[src/rtl/path_sequencer_if.sv]
// Planner/line-follower side-band bundle for path_sequencer.
// The master drives path memory, run control and node events; the slave returns turn decisions and status.
interface path_sequencer_if #(
    parameter int AW = 5
);
    logic          wr_en;
    logic [AW-1:0] wr_addr;
    logic [1:0]    wr_data;
    logic [AW:0]   path_len;
    logic          start;
    logic          abort;
    logic          node_flag;
    logic          node_changed;
    logic [1:0]    turn_flag;
    logic          end_path;
    logic          busy;
    logic [AW-1:0] node_idx;
    logic          aborted;
    logic          fault;

    modport master (
        output wr_en, wr_addr, wr_data, path_len, start, abort, node_flag, node_changed,
        input  turn_flag, end_path, busy, node_idx, aborted, fault
    );

    modport slave (
        input  wr_en, wr_addr, wr_data, path_len, start, abort, node_flag, node_changed,
        output turn_flag, end_path, busy, node_idx, aborted, fault
    );
endinterface

[src/rtl/path_sequencer.sv]
// Path memory of 2-bit turn codes stepped one entry per accepted node exit, with end/abort handling.
// Optional node watchdog enabled by defining PATH_SEQUENCER_TURN_TIMEOUT_EN.
module path_sequencer #(
    parameter int DEPTH        = 32,
    parameter int AW           = 5,
    parameter int MIN_GAP      = 3125,
    parameter int TURN_TIMEOUT = 6250000
) (
    input  logic             clk_3125KHz,
    input  logic             rst_n,
    path_sequencer_if.slave  bus
);
    localparam int          GW       = (MIN_GAP > 1) ? $clog2(MIN_GAP) : 1;
    localparam logic [GW-1:0] GAP_LOAD = GW'(MIN_GAP - 1);
    localparam logic [AW:0] DEPTH_L  = (AW + 1)'(DEPTH);

    typedef enum logic [1:0] {
        ST_IDLE = 2'd0,
        ST_RUN  = 2'd1,
        ST_DONE = 2'd2
    } state_t;

    state_t        state_r, state_s;
    logic          busy_r, busy_s;
    logic          end_r, end_s;
    logic [1:0]    turn_r, turn_s;
    logic [AW-1:0] idx_r, idx_s;
    logic          aborted_r, aborted_s;
    logic [AW:0]   len_r, len_s;
    logic [GW-1:0] gap_r, gap_s;
    logic [AW:0]   next_idx_s;
    logic          start_ok_s;
    logic          wd_trip_s;
    logic [1:0]    mem_r [DEPTH];

    assign start_ok_s = (state_r != ST_RUN) && bus.start && !bus.abort;
    assign next_idx_s = {1'b0, idx_r} + (AW + 1)'(1);

    // Path memory: synchronous write, locked while a run is in progress, never reset.
    always_ff @(posedge clk_3125KHz) begin
        if (bus.wr_en && (state_r != ST_RUN)) begin
            mem_r[bus.wr_addr] <= bus.wr_data;
        end else begin
            mem_r[bus.wr_addr] <= mem_r[bus.wr_addr];
        end
    end

    // Next-state and next-output logic for the sequencer FSM.
    always_comb begin
        state_s   = state_r;
        busy_s    = busy_r;
        end_s     = end_r;
        turn_s    = turn_r;
        idx_s     = idx_r;
        aborted_s = aborted_r;
        len_s     = len_r;
        gap_s     = (gap_r != '0) ? (gap_r - GW'(1)) : gap_r;

        case (state_r)
            ST_IDLE, ST_DONE: begin
                if (start_ok_s) begin
                    len_s     = (bus.path_len > DEPTH_L) ? DEPTH_L : bus.path_len;
                    idx_s     = '0;
                    aborted_s = 1'b0;
                    if (bus.path_len == '0) begin
                        state_s = ST_DONE;
                        busy_s  = 1'b0;
                        end_s   = 1'b1;
                        turn_s  = 2'd0;
                    end else begin
                        state_s = ST_RUN;
                        busy_s  = 1'b1;
                        end_s   = 1'b0;
                        turn_s  = mem_r[0];
                    end
                end else begin
                    state_s = state_r;
                end
            end
            ST_RUN: begin
                // Abort and watchdog trips take precedence over any node event.
                if (bus.abort || wd_trip_s) begin
                    state_s   = ST_DONE;
                    busy_s    = 1'b0;
                    end_s     = 1'b1;
                    aborted_s = 1'b1;
                    turn_s    = 2'd0;
                end else if (bus.node_changed && (gap_r == '0)) begin
                    gap_s = GAP_LOAD;
                    if (next_idx_s == len_r) begin
                        state_s = ST_DONE;
                        busy_s  = 1'b0;
                        end_s   = 1'b1;
                        turn_s  = 2'd0;
                    end else begin
                        idx_s  = next_idx_s[AW-1:0];
                        turn_s = mem_r[next_idx_s[AW-1:0]];
                    end
                end else begin
                    state_s = state_r;
                end
            end
            default: begin
                state_s = ST_IDLE;
                busy_s  = 1'b0;
                end_s   = 1'b0;
                turn_s  = 2'd0;
            end
        endcase
    end

    // State and output registers.
    always_ff @(posedge clk_3125KHz or negedge rst_n) begin
        if (!rst_n) begin
            state_r   <= ST_IDLE;
            busy_r    <= 1'b0;
            end_r     <= 1'b0;
            turn_r    <= 2'd0;
            idx_r     <= '0;
            aborted_r <= 1'b0;
            len_r     <= '0;
            gap_r     <= '0;
        end else begin
            state_r   <= state_s;
            busy_r    <= busy_s;
            end_r     <= end_s;
            turn_r    <= turn_s;
            idx_r     <= idx_s;
            aborted_r <= aborted_s;
            len_r     <= len_s;
            gap_r     <= gap_s;
        end
    end

`ifdef PATH_SEQUENCER_TURN_TIMEOUT_EN
    localparam logic [22:0] WD_LAST = 23'(TURN_TIMEOUT - 1);

    logic [22:0] wd_r;
    logic        fault_r;

    assign wd_trip_s = busy_r && bus.node_flag && (wd_r == WD_LAST);

    // Node watchdog: counts while the follower sits on a node during a run.
    always_ff @(posedge clk_3125KHz or negedge rst_n) begin
        if (!rst_n) begin
            wd_r <= 23'd0;
        end else if (busy_r && bus.node_flag && !wd_trip_s) begin
            wd_r <= wd_r + 23'd1;
        end else begin
            wd_r <= 23'd0;
        end
    end

    // Sticky fault flag, cleared only by the next accepted start.
    always_ff @(posedge clk_3125KHz or negedge rst_n) begin
        if (!rst_n) begin
            fault_r <= 1'b0;
        end else if (start_ok_s) begin
            fault_r <= 1'b0;
        end else if ((state_r == ST_RUN) && wd_trip_s) begin
            fault_r <= 1'b1;
        end else begin
            fault_r <= fault_r;
        end
    end

    assign bus.fault = fault_r;
`else
    assign wd_trip_s = 1'b0;
    assign bus.fault = 1'b0;
`endif

    assign bus.turn_flag = turn_r;
    assign bus.end_path  = end_r;
    assign bus.busy      = busy_r;
    assign bus.node_idx  = idx_r;
    assign bus.aborted   = aborted_r;
endmodule

[src/flat_wrapper.sv]
// flat-port wrapper written by rule: the top's interface ports become plain ports
module path_sequencer_flat 
#(
    parameter int DEPTH        = 32,
    parameter int AW           = 5,
    parameter int MIN_GAP      = 3125,
    parameter int TURN_TIMEOUT = 6250000
)
  (clk_3125KHz, rst_n, bus_wr_en, bus_wr_addr, bus_wr_data, bus_path_len, bus_start, bus_abort, bus_node_flag, bus_node_changed, bus_turn_flag, bus_end_path, bus_busy, bus_node_idx, bus_aborted, bus_fault);
  path_sequencer_if #(.AW(AW)) bus_i ();
  input  logic clk_3125KHz;
  input  logic rst_n;
  input wire logic [$bits(bus_i.wr_en)-1:0] bus_wr_en;
  input wire logic [$bits(bus_i.wr_addr)-1:0] bus_wr_addr;
  input wire logic [$bits(bus_i.wr_data)-1:0] bus_wr_data;
  input wire logic [$bits(bus_i.path_len)-1:0] bus_path_len;
  input wire logic [$bits(bus_i.start)-1:0] bus_start;
  input wire logic [$bits(bus_i.abort)-1:0] bus_abort;
  input wire logic [$bits(bus_i.node_flag)-1:0] bus_node_flag;
  input wire logic [$bits(bus_i.node_changed)-1:0] bus_node_changed;
  output wire logic [$bits(bus_i.turn_flag)-1:0] bus_turn_flag;
  output wire logic [$bits(bus_i.end_path)-1:0] bus_end_path;
  output wire logic [$bits(bus_i.busy)-1:0] bus_busy;
  output wire logic [$bits(bus_i.node_idx)-1:0] bus_node_idx;
  output wire logic [$bits(bus_i.aborted)-1:0] bus_aborted;
  output wire logic [$bits(bus_i.fault)-1:0] bus_fault;
  assign bus_i.wr_en = bus_wr_en;
  assign bus_i.wr_addr = bus_wr_addr;
  assign bus_i.wr_data = bus_wr_data;
  assign bus_i.path_len = bus_path_len;
  assign bus_i.start = bus_start;
  assign bus_i.abort = bus_abort;
  assign bus_i.node_flag = bus_node_flag;
  assign bus_i.node_changed = bus_node_changed;
  assign bus_turn_flag = bus_i.turn_flag;
  assign bus_end_path = bus_i.end_path;
  assign bus_busy = bus_i.busy;
  assign bus_node_idx = bus_i.node_idx;
  assign bus_aborted = bus_i.aborted;
  assign bus_fault = bus_i.fault;
  path_sequencer #(.DEPTH(DEPTH), .AW(AW), .MIN_GAP(MIN_GAP), .TURN_TIMEOUT(TURN_TIMEOUT)) u_core (.clk_3125KHz(clk_3125KHz), .rst_n(rst_n), .bus(bus_i));
endmodule
[config.mk]
export PLATFORM = sky130hd
export DESIGN_NAME = path_sequencer_flat
export DESIGN_NICKNAME = d
export VERILOG_FILES = /design/src/rtl/path_sequencer_if.sv /design/src/rtl/path_sequencer.sv /design/src/flat_wrapper.sv
export SDC_FILE = /design/constraint.sdc
export NUM_CORES = 1
export LEC_CHECK = 0
export BUFFER_PORTS_ARGS = -buffer_cell sky130_fd_sc_hd__buf_2
export CORE_MARGIN = 2
export CORE_UTILIZATION = 60
export DETAILED_ROUTE_END_ITERATION = 10
export GPL_ROUTABILITY_DRIVEN = 0
export MAX_ROUTING_LAYER = met4
export PLACE_DENSITY = 0.79
export SETUP_SLACK_MARGIN = 0.1
export SLEW_MARGIN = 15
export SYNTH_ARGS = -nofsm -noshare
export SYNTH_HDL_FRONTEND = slang
export SYNTH_SLANG_ARGS = --single-unit
[constraint.sdc]
create_clock -name clk_3125KHz -period 5.19 [get_ports clk_3125KHz]
set_clock_uncertainty 0.05 [all_clocks]
set_input_delay 0.7785 -clock clk_3125KHz [delete_from_list [all_inputs] [get_ports clk_3125KHz]]
set_output_delay 0.7785 -clock clk_3125KHz [all_outputs]
set_load 0.005 [all_outputs]
**Word level (Yosys, flattened, before mapping)**

Memories as Yosys holds them, arrays and structs flattened.
Index checks and enable logic that the tools add are counted.

- Bits of input ports: 20
- Flip-flop bits (word level): 30
- Bits in writable memories: 64
- Memories: 1
- Output and inout bits: 11
- Word-level logic and storage cells: 83

- Bitwise operators: 1
- Equal/unequal tests: 12
- $add $sub $neg: 2
- Magnitude comparators: 1
- Muxes and demuxes: 41
- Reductions and logical operators: 17

Memory list:

| memory | depth | width | read ports | clocked after memory_dff | write ports | line | text |
|---|---|---|---|---|---|---|---|
| u_core.mem_r | 32 | 2 | 2 | 0 | 1 | path_sequencer.sv:34 | `logic [1:0] mem_r [DEPTH];` |

Operator list:

| operator | number |
|---|---|
| 2-to-1 mux 12 bit | 4 |
| 2-to-1 mux 2 bit | 11 |
| 2-to-1 mux 5 bit | 4 |
| 2-to-1 mux 1 bit | 15 |
| logical NOT 12 bit | 1 |
| nonzero test 12 bit | 1 |
| subtractor 12 x 1 -> 12 bit (second input constant) | 1 |
| case mux 5 bit (2 select lines) | 1 |
| case mux 2 bit (2 select lines) | 2 |
| adder 5 x 1 -> 6 bit (second input constant) | 1 |
| == test 6 bit | 1 |
| > comparator 6 bit (second input constant) | 1 |
| logical NOT 6 bit | 1 |
| 2-to-1 mux 6 bit | 1 |
| inequality test 2 x 1 -> 1 bit (second input constant) | 3 |
| inequality test 2 bit (second input constant) | 3 |
| inequality test 3 x 2 -> 1 bit (second input constant) | 2 |
| case mux 1 bit (2 select lines) | 3 |
| AND reduction 2 bit | 3 |
| AND reduction 3 bit | 2 |
| AND reduction 5 bit | 1 |
| logical AND 1 bit | 4 |
| == test 2 x 1 -> 1 bit (second input constant) | 1 |
| == test 2 bit (second input constant) | 1 |
| other kinds (6) | 6 |

**Depth between registers and ports, before layout**

Gate-level depths: netlist of the first run.

- Word-level depth: 6
- Gate-level depth with buffers: 8
- Mapped depth without buffers: 6

**Worst setup path after synthesis of the first run**

OpenSTA, ideal clock, no wires.

- Kind: flip-flop to flip-flop
- Start: reg u_core.idx_r[0] (netlist: u_core.bus.node_idx[0])
- End: reg u_core.turn_r[0] (netlist: u_core.bus.turn_flag[0])
- Library setup time: 82 ps
- Required time: 5058 ps
- Stages on the path, launching flop included: 7
- Arrival time: 1931 ps
- Buffers on the path: 0
- Period minus slack after synthesis: 2063 ps
- Path slack: 3127 ps
- Path through: dfrtp_1 -> ha_1 -> xor2_4 -> mux4_1 -> mux2i_1 -> mux2i_1 -> o22ai_1

- Cells in the longest elaborated chain, start to end: 6
- Elaborated cells on any way between the ends: 7
- Classes of those cells: add/sub (1); eq/ne (1); mux (4); memory (1)

Ends and longest elaborated chain:

| element | line | text |
|---|---|---|
| from (decl) | path_sequencer.sv:27 | `logic [AW-1:0] idx_r, idx_s;` |
| from (signal assigned) | path_sequencer.sv:128 | `idx_r <= idx_s;` |
| adder 5 x 1 -> 6 bit (*) | path_sequencer.sv:37 | `assign next_idx_s = {1'b0, idx_r} + (AW + 1)'(1);` |
| memory (32 x 2 bit) or == test 6 bit (tied branches) | n/a |  |
| 2-to-1 mux 2 bit (*) | path_sequencer.sv:90 | `if (next_idx_s == len_r) begin` |
| 2-to-1 mux 2 bit (*) | path_sequencer.sv:88 | `end else if (bus.node_changed && (gap_r == '0)) begin` |
| 2-to-1 mux 2 bit (*) | path_sequencer.sv:82 | `if (bus.abort \|\| wd_trip_s) begin` |
| case mux 2 bit (2 select lines) (*) | path_sequencer.sv:59 | `case (state_r)` |
| to (signal assigned) | path_sequencer.sv:127 | `turn_r <= turn_s;` |
| to (decl) | path_sequencer.sv:26 | `logic [1:0] turn_r, turn_s;` |

Mark *: on every way between the ends. The rest lies on a longest branch, timed or not. The select of a mux whose other input is x is not followed.
A chain may end at the register's enable or synchronous reset.

**Worst setup path after layout of the first run**

- Start: reg u_core.idx_r[0] (netlist: u_core.bus.node_idx[0])
- End: reg u_core.idx_r[0] (netlist: u_core.bus.node_idx[0])

- Cells in the longest elaborated chain, start to end: 5
- Elaborated cells on any way between the ends: 8
- Classes of those cells: add/sub (1); eq/ne (2); mux (4); reduce/logical (1)

Ends and longest elaborated chain:

| element | line |
|---|---|
| adder 5 x 1 -> 6 bit (*) | path_sequencer.sv:37 |
| branches (longest 4 deep; another with == test 6 bit) | n/a |

Mark *: on every way between the ends. The select of a mux whose other input is x is not followed.

==> metrics.sh, run 1 <==
OUTCOME='complete, no violations'
SYNTH-EDFF-COUNT=64
WL_PER_CELL_UM=17.31
DIE-WIDTH_UM=89.60
WL_UM=7947
TIMING.CRITICAL_PATH.SLOWEST_CELL_DELAY_PS=960
DIEAREA_UM2=8028
LEAKAGEPOWER_nW=1.739
CRITPATHMAXFANOUT=18
CRIT_TYPE='reg -> reg'
PEAKVDDDROP_V=0.0002221
FINAL_MIN_PERIOD_OVER_CLOCK_PERIOD=0.6254
POWERDENSITY_nW_PER_UM2=323.9
TOTAL_NUMBER_OF_PLACEMENT_ROWS=31
TOTAL_NEGATIVE_SETUP_SLACKS_PS=0
CP.REQUIRED_PS=5420
CRITICAL_PATH.SLOWEST_CELL='sky130_fd_sc_hd__ha_1'
NUMBER_OF_GLOBAL_ROUTE_VIAS_BEFORE_REPAIR=2680
PINS_OVER_SLEW_LIMIT=0
INITIAL_UTILIZATION=0.6127
RSZ0062_AT_GRT='no'
SYNTH_AREA_LEADERS='sky130_fd_sc_hd__edfxtp_1 44%, sky130_fd_sc_hd__dfrtp_1 16%, sky130_fd_sc_hd__mux2i_1 9.3%'
POST_CTS.REPAIR.SETUP_BUFFERS=0
NUMCTSBUFFERS=9
HTREE_LEVELS=3
FINAL_LAYOUT_SIZE_SUFFIX_GT1_FRAC=0.1444
GRT_ANTENNA_BEFORE_REPAIR=0
TRACK_USAGE=0.2198
FINAL_NET_COUNT=378
SYNTH-SEQ-CELLS=92
SLEW_HEADROOM=0.4292
POST_SYNTH_NUM_CELL_TYPES=48
REMAINING_DRC_ERRORS=0
HOLD_BUFFERS=0
POSTLAYOUTSETUPSLACKWORST_PS=1944
FINALSETUPVIOLCOUNT=0
CTS_ROOT_BUFFER='sky130_fd_sc_hd__clkbuf_8'
HOLD_PATH.CLASS='in -> async'
MAX-CLOCK-PATH-BUFFERS=2
FINAL-HOLD-VIOLATION-COUNT=0
GRT_PASS1_WL_UM=12600
REMAINING_GLOBAL_ROUTE_OVERFLOW=0
CTS.SINKS=92
CORE_AREA_UM2=7176
CTS_REPAIR_RESIZE_COUNT=0
SYN-INSTANCE-COUNT=326
SYNTH.NET_COUNT=349
POST_SYNTH_INSTANCE_AREA_UM2=4397
DESIGN.PORTCOUNT=31
FLOORPLAN.DIE.HEIGHT_UM=89.60
PLACEMENT.IO_BUFFERS=28
CRITICAL_PATH.ENDPOINT_TYPE='flip-flop'
MAXIMUM_NUMBER_OF_PINS_ON_ONE_NET_BEFORE_GLOBAL_ROUTE_REPAIR=33
ARRIVAL_PS=3470
POSTSYNTHAREAPERCELL_UM2=13.49
DETAIL-ROUTE-ANTENNA-NETS=0
ANTENNA-DIODE-COUNT=0
CP_CELL_SEQUENCE='ha_1 -> buf_4 -> xnor2_1 -> nand3_1 -> a211o_1 -> o21ai_4 -> mux2i_1'
FMAX_GHz=0.3081
PLACE.DETAILED.HPWL_UM=5388
CTS_TREE='yes'
YOSYSWARNINGCOUNT=0
ROUTE.DETAILED.VIAS_PER_INST=5.739
SYNTH_LARGEST_AREA_CELL='sky130_fd_sc_hd__edfxtp_1'
SYNTHARSTFLOPSHARE=0.3043
PLACE_WORST_SETUP_SLACK_PS=1936
DETAILEDROUTE.FIRSTPASSITERATIONCOUNT=4
FINAL.MIN_CLOCK_PERIOD_PS=3246
SYNTH-MAIN-FF-CELL='sky130_fd_sc_hd__edfxtp_1'
INSERTION_DELAY_TO_THE_LATER_SINK_OF_THE_WORST_SKEW_PAIR_PS=350
CTS.CLK_SLEW.WORST_PATHS_PS=90
SEQ_TOTAL_AREA_YOSYS=0.5965
FILLCELLCOUNT=524
CRITPATHLAUNCHTYPE='flip-flop'
PORTION_OF_SYNTHESIZED_CELL_AREA_OCCUPIED_BY_THE_LEADING_CELL_TYPE=0.4371
WORST_SLEW_PIN_SLEW_PS=856.2
ROUTE.VIAS.TOTAL=2634
1ST_ITER_DRT_VIOLS=116
AREAGROWTHSYNTHTOFINISH_PCT=8.566
TIMING.MAX_CAP.VIOLATIONS=0
UTILIZATION=0.6652
==> worst paths after layout <==
check,depth (start not counted),endpoint,slack (ps),from
max,7,u_core.bus.node_idx[0],1940,u_core.bus.node_idx[0]
min,1,u_core.len_r[3],380,rst_n
max reg2reg,7,u_core.bus.node_idx[0],1940,u_core.bus.node_idx[0]
min reg2reg,1,u_core.gap_r[7],440,u_core.gap_r[7]
max in group asynchronous,1,u_core.gap_r[6],4310,rst_n
min in group clk_3125KHz,1,u_core.gap_r[7],440,u_core.gap_r[7]
==> cells in the mapped netlist (5+ instances only) <==
master	count
sky130_fd_sc_hd__edfxtp_1	64
sky130_fd_sc_hd__nor2_1	46
sky130_fd_sc_hd__mux2i_1	41
sky130_fd_sc_hd__dfrtp_1	28
sky130_fd_sc_hd__nand2_1	17
sky130_fd_sc_hd__nand2b_1	10
sky130_fd_sc_hd__nand3_1	10
sky130_fd_sc_hd__o21ai_0	9
sky130_fd_sc_hd__xor2_1	9
sky130_fd_sc_hd__mux4_1	8
sky130_fd_sc_hd__a211oi_1	6
sky130_fd_sc_hd__a21oi_1	6
sky130_fd_sc_hd__inv_1	6
sky130_fd_sc_hd__xnor2_1	6
sky130_fd_sc_hd__buf_6	5
==> sequential cells by signal, summed over array words and instances (netlist names) <==
signal,flops
u_core.len_r,6
u_core.bus.end_path,1
u_core.mem_r,64
u_core.gap_r,12
u_core.bus.turn_flag,2
u_core.bus.node_idx,5
u_core.state_r,1
u_core.bus.aborted,1
==> power breakdown <==
group          internal [mW]  total, mW  switching, mW
registers              0.831      0.867         0.0360
clock network          0.223      0.469          0.246
logic                 0.0798      0.209          0.130
total                   1.13       1.55          0.412
==> cells by family after synthesis <==
family,Yosys count,synth area share
other,1,0.0008529
adders and majority gates,3,0.008538
DFF,92,0.5965
buffers and inverters,17,0.02475
muxes,50,0.1437
and+or+nand+nor,109,0.1264
AOI/OAI and AO/OA,36,0.05436
xor gates and xnor gates,18,0.04497
==> cells in the final DEF (no fill, tap or decap), drive strengths merged, types with 2 or more instances in the layout <==
| cell | Yosys | routed |
|---|---|---|
| a211oi | 6 | 6 |
| a21oi | 6 | 6 |
| a31o | 3 | 3 |
| and2 | 2 | 2 |
| and3 | 3 | 3 |
| buf | 7 | 29 |
| clkbuf | 4 | 10 |
| clkinv | 0 | 3 |
| dfrtp | 28 | 28 |
| edfxtp | 64 | 64 |
| ha | 3 | 3 |
| inv | 6 | 7 |
| mux2i | 41 | 41 |
| mux4 | 8 | 8 |
| nand2 | 17 | 17 |
| nand2b | 10 | 10 |
| nand3 | 10 | 10 |
| nand3b | 4 | 4 |
| nand4 | 3 | 3 |
| nor2 | 46 | 46 |
| nor4 | 5 | 5 |
| o21ai | 12 | 12 |
| o22ai | 2 | 2 |
| or3 | 4 | 4 |
| xnor2 | 7 | 7 |
| xor2 | 10 | 10 |
==> worst max-delay path: cells and delay by family (launching register included) <==
family,cells,cell delay [ps]
compound gates,2,600
fa+ha+maj,1,960
mux,1,220
buf+inv,1,440
flops,1,590
simple gates,1,120
xor+xnor,1,160
==> stage by stage <==
step                cells  instance area (µm²)  power, mW  hold WS (ps)
finish                459                 4773      1.546         376.2
global route          459                 4773      1.613         422.3
CTS                   459                 4773      1.551         384.0
detailed placement    443                 4582      1.092         420.1
global placement      443                 4582      1.079         416.7
floorplan             326                 4397      1.008         395.8
==> layout make-up <==
class	count	area, µm²	share of cell area
Inverter	6	22.52	0.004718
Clock buffer	10	127.6	0.02674
Sequential cell	92	2623	0.5494
Multi-Input combinational cell	217	1665	0.3489
Tap cell	99	123.9	0.02595
Clock inverter	6	63.81	0.01337
Timing Repair Buffer	29	147.6	0.03093
==> routing by layer <==
layer  part of all wire  up-vias  track usage
met3              0.031       14      0.03016
li1                   -     1271            -
met1               0.43     1293       0.2553
met4              0.018        0      0.09227
met5                  0        -            -
met2               0.52       56       0.3830
No activity file was read; power rests on OpenSTA's default activity.
==> run 2, diff against run 1 <==
--- a/config.mk
+++ b/config.mk
@@ -5,6 +5,7 @@
 export SDC_FILE = /design/constraint.sdc
 export NUM_CORES = 1
 export LEC_CHECK = 0
+export ABC_AREA = 1
 export BUFFER_PORTS_ARGS = -buffer_cell sky130_fd_sc_hd__buf_2
 export CORE_MARGIN = 2
 export CORE_UTILIZATION = 60
==> constraint.sdc (replaced) <==
create_clock -name clk_3125KHz -period 3 [get_ports clk_3125KHz]
set_clock_uncertainty 0.05 [all_clocks]
set_input_delay 0.45 -clock clk_3125KHz [delete_from_list [all_inputs] [get_ports clk_3125KHz]]
set_output_delay 0.45 -clock clk_3125KHz [all_outputs]
set_load 0.005 [all_outputs]
==> metrics.sh, run 2 <==
FF2FF_SETUP_SLACK_PS=840
REMAINING_DRC_ERRORS=0
MET2ROUTEDLENGTH_UM=4372
TRACK_USAGE=0.2511
SYNTHARSTFLOPSHARE=0.3043
FINAL_NET_COUNT=515
MAXIMUM_NUMBER_OF_PINS_ON_ONE_NET_BEFORE_GLOBAL_ROUTE_REPAIR=40
PINS_OVER_SLEW_LIMIT=0
FINAL.MIN_CLOCK_PERIOD_PS=2157
RR_STARTPOINT='u_core.bus.node_idx[1]'
MAX-CLOCK-PATH-BUFFERS=2
POSTSYNTHAREAPERCELL_UM2=9.373
ROUTE.VIAS.TOTAL=3208
TOTAL_NUMBER_OF_PLACEMENT_ROWS=30
REGMOSTFLOPS='u_core.mem_r'
ARRIVAL_PS=2360
SLEW_HEADROOM=0.5774
PLACEMENT.IO_BUFFERS=28
ANTENNA-DIODE-COUNT=0
WORST-PATH-BUF-INV=2
FMAX_GHz=0.4636
SYNTH-EDFF-COUNT=64
DESIGN.PORTCOUNT=31
HOLD_PATH.CLASS='in -> async'
TIMING.CRITICAL_PATH.SLOWEST_CELL_DELAY_PS=450
NUMBER_OF_GLOBAL_ROUTE_VIAS_BEFORE_REPAIR=3105
CORE_AREA_UM2=6907
DETAIL-ROUTE-ANTENNA-NETS=0
FLOORPLAN.DIE.HEIGHT_UM=88.96
CRITICAL_PATH.ENDPOINT_TYPE='flip-flop'
SEQ_TOTAL_AREA_YOSYS=0.6056
MET1WIRELENGTH_UM=3807
PLACE_WORST_SETUP_SLACK_PS=870.4
CRITPATHLAUNCHTYPE='flip-flop'
PEAKVDDDROP_V=0.0004002
SYNTH_AREA_LEADERS='sky130_fd_sc_hd__edfxtp_1 44%, sky130_fd_sc_hd__dfrtp_1 16%, sky130_fd_sc_hd__nand2_1 11%'
PLACED_AREA_UM2=4546
MOST-COMMON-LAYOUT-CELLS='126 x sky130_fd_sc_hd__nand2_1, 79 x sky130_fd_sc_hd__nand3_1, 64 x sky130_fd_sc_hd__edfxtp_1'
POWERDENSITY_nW_PER_UM2=568.9
TIMING.MAX_CAP.VIOLATIONS=0
CP_CELL_SEQUENCE='ha_1 -> buf_4 -> inv_2 -> nand3_1 -> nand3_1 -> nand3_1 -> nand2_1 -> nand2_1 -> nand3_1 -> nand2_1 -> nand2_1 -> nand2_1'
YOSYSWARNINGCOUNT=0
DIEAREA_UM2=7913
CTS_ROOT_BUFFER='sky130_fd_sc_hd__clkbuf_8'
REMAINING_GLOBAL_ROUTE_OVERFLOW=0
MOST_COMMON_CELL_AFTER_LAYOUT_FILL_AND_TAPS_ASIDE='sky130_fd_sc_hd__nand2_1'
INSERTION_DELAY_TO_THE_LATER_SINK_OF_THE_WORST_SKEW_PAIR_PS=360
DIE-WIDTH_UM=88.96
FINAL_LAYOUT_SIZE_SUFFIX_GT1_FRAC=0.1308
CRITPATHMAXFANOUT=18
POST_SYNTH_TOP_CELLS='126 x sky130_fd_sc_hd__nand2_1, 79 x sky130_fd_sc_hd__nand3_1, 64 x sky130_fd_sc_hd__edfxtp_1'
CRIT_TYPE='reg -> reg'
INITIAL_UTILIZATION=0.6270
RSZ0062_AT_GRT='no'
POST_SYNTH_NUM_CELL_TYPES=35
DELAY_HEAVIEST_FAMILY_CP='simple AND/OR/NAND/NOR gates'
WORST_PATH_MOST_REPEATED_CELL='sky130_fd_sc_hd__nand2_1'
SYNTH-MAIN-FF-CELL='sky130_fd_sc_hd__edfxtp_1'
SYNTH.NET_COUNT=485
FINALSETUPVIOLCOUNT=0
SYNTH-SEQ-CELLS=92
TOP_LAYER_USED='met4'
DETAILEDROUTE.FIRSTPASSITERATIONCOUNT=5
POST-ROUTE-CELL-AREA_UM2=4738
SYNTH_LARGEST_AREA_CELL='sky130_fd_sc_hd__edfxtp_1'
CP.REQUIRED_PS=3200
FINAL-HOLD-VIOLATION-COUNT=0
LARGEST_REG_FLOPS=64
GRT_ANTENNA_BEFORE_REPAIR=0
CTS.CLK_SLEW.WORST_PATHS_PS=90
GRT_PASS1_WL_UM=14350
HTREE_LEVELS=3
PLACE.DETAILED.HPWL_UM=5863
MET3WIRELENGTH_UM=575
ROUTE.DETAILED.VIAS_PER_INST=5.410
CRITPATHLAUNCH='u_core.bus.node_idx[1]'
1ST_ITER_DRT_VIOLS=235
WL_PER_CELL_UM=14.94
PORTION_OF_SYNTHESIZED_CELL_AREA_OCCUPIED_BY_THE_LEADING_CELL_TYPE=0.4438
HOLD_BUFFERS=0
OUTCOME='complete, no violations'
SYN-INSTANCE-COUNT=462
POSTLAYOUTSETUPSLACKWORST_PS=842.8
FINAL_MIN_PERIOD_OVER_CLOCK_PERIOD=0.7191
TOTAL_NEGATIVE_SETUP_SLACKS_PS=0
AREAGROWTHSYNTHTOFINISH_PCT=9.419
LEAKAGEPOWER_nW=1.983
REGISTERS_WITH_THE_MOST_FLIP_FLOPS='u_core.mem_r: 64 flops, u_core.gap_r: 12 flops, u_core.len_r: 6 flops'
NUMCTSBUFFERS=9
POST_SYNTH_INSTANCE_AREA_UM2=4330
CTS_TREE='yes'
POST_CTS.REPAIR.SETUP_BUFFERS=0
CRITICAL_PATH.SLOWEST_CELL='sky130_fd_sc_hd__dfrtp_1'
WL_UM=8862
CTS.SINKS=92
CTS_REPAIR_RESIZE_COUNT=0
YOSYS.CELL_COUNT.TOP_TYPE='sky130_fd_sc_hd__nand2_1'
WORST_SLEW_PIN_SLEW_PS=633.9
run 2: changes by cell type after synthesis, moves of 9 or more:
cell	previous run	this run
sky130_fd_sc_hd__buf_2	0	9
sky130_fd_sc_hd__inv_1	6	37
sky130_fd_sc_hd__mux2i_1	41	0
sky130_fd_sc_hd__nand2_1	17	126
sky130_fd_sc_hd__nand2b_1	10	0
sky130_fd_sc_hd__nand3_1	10	79
run 2: per-layer routing:
| layer | up-vias | track usage |
|---|---|---|
| li1 | 1604 | - |
| met1 | 1498 | 0.3094 |
| met2 | 94 | 0.4071 |
| met3 | 12 | 0.06648 |
| met4 | 0 | 0.08412 |
| met5 | - | - |
run 2: final timing paths:
kind,endpoint,depth (start not counted)
setup / recovery,u_core.bus.turn_flag[1],12
hold / removal,u_core.bus.node_idx[3],1
setup reg to reg,u_core.bus.turn_flag[1],12
hold reg to reg,u_core.bus.turn_flag[0],2
max in group asynchronous,u_core.gap_r[1],1
min in group clk_3125KHz,u_core.len_r[4],3
run 2: layout make-up:
cell class | count | area (µm²)
multi-input combinational | 313 | 1473
sequential | 92 | 2623
clock buffer | 10 | 127.6
inverter | 46 | 175.2
clock inverter | 6 | 65.06
fill | 595 | 2168
timing repair buffer | 30 | 155.1
tap | 96 | 120.1
run 2: cells by family after synthesis:
| logic type | synth area share |
|---|---|
| other | 0.0008660 |
| AO/OA/AOI/OAI | 0.04363 |
| AND/OR/NAND/NOR | 0.2768 |
| flip-flops | 0.6056 |
| buffers and inverters | 0.05432 |
| adder cells (fa/ha/maj) | 0.008669 |
| XOR/XNOR | 0.01011 |
run 2: power by group:
| group | total, mW | switching (mW) | leakage [nW] | internal, mW |
|---|---|---|---|---|
| registers | 1.49 | 0.0507 | 0.904 | 1.44 |
| logic | 0.382 | 0.247 | 0.993 | 0.134 |
| clock network | 0.825 | 0.440 | 0.0862 | 0.384 |
| total | 2.70 | 0.739 | 1.98 | 1.96 |
run 2: per-stage QoR:
| stage | hold WS [ps] | power [mW] | util | cells |
|---|---|---|---|---|
| 2_1_floorplan | 104.4 | 1.765 | - | 462 |
| 3_3_place_gp | 420.7 | 1.885 | 0.6582 | 577 |
| 3_5_place_dp | 422.0 | 1.897 | 0.6582 | 577 |
| 4_1_cts | 78.06 | 2.703 | 0.6861 | 593 |
| 5_1_grt | 91.11 | 2.828 | 0.6861 | 593 |
| 6_report | 60.25 | 2.696 | 0.6861 | 593 |
run 2: worst reg2reg max path, cell delays in order (launching register included):
cell and delay [ps]:
sky130_fd_sc_hd__dfrtp_1 450, sky130_fd_sc_hd__ha_1 350, sky130_fd_sc_hd__buf_4 230, sky130_fd_sc_hd__inv_2 270, sky130_fd_sc_hd__nand3_1 140, sky130_fd_sc_hd__nand3_1 150, sky130_fd_sc_hd__nand3_1 80, sky130_fd_sc_hd__nand2_1 60
sky130_fd_sc_hd__nand2_1 50, sky130_fd_sc_hd__nand3_1 80, sky130_fd_sc_hd__nand2_1 50, sky130_fd_sc_hd__nand2_1 50, sky130_fd_sc_hd__nand2_1 50
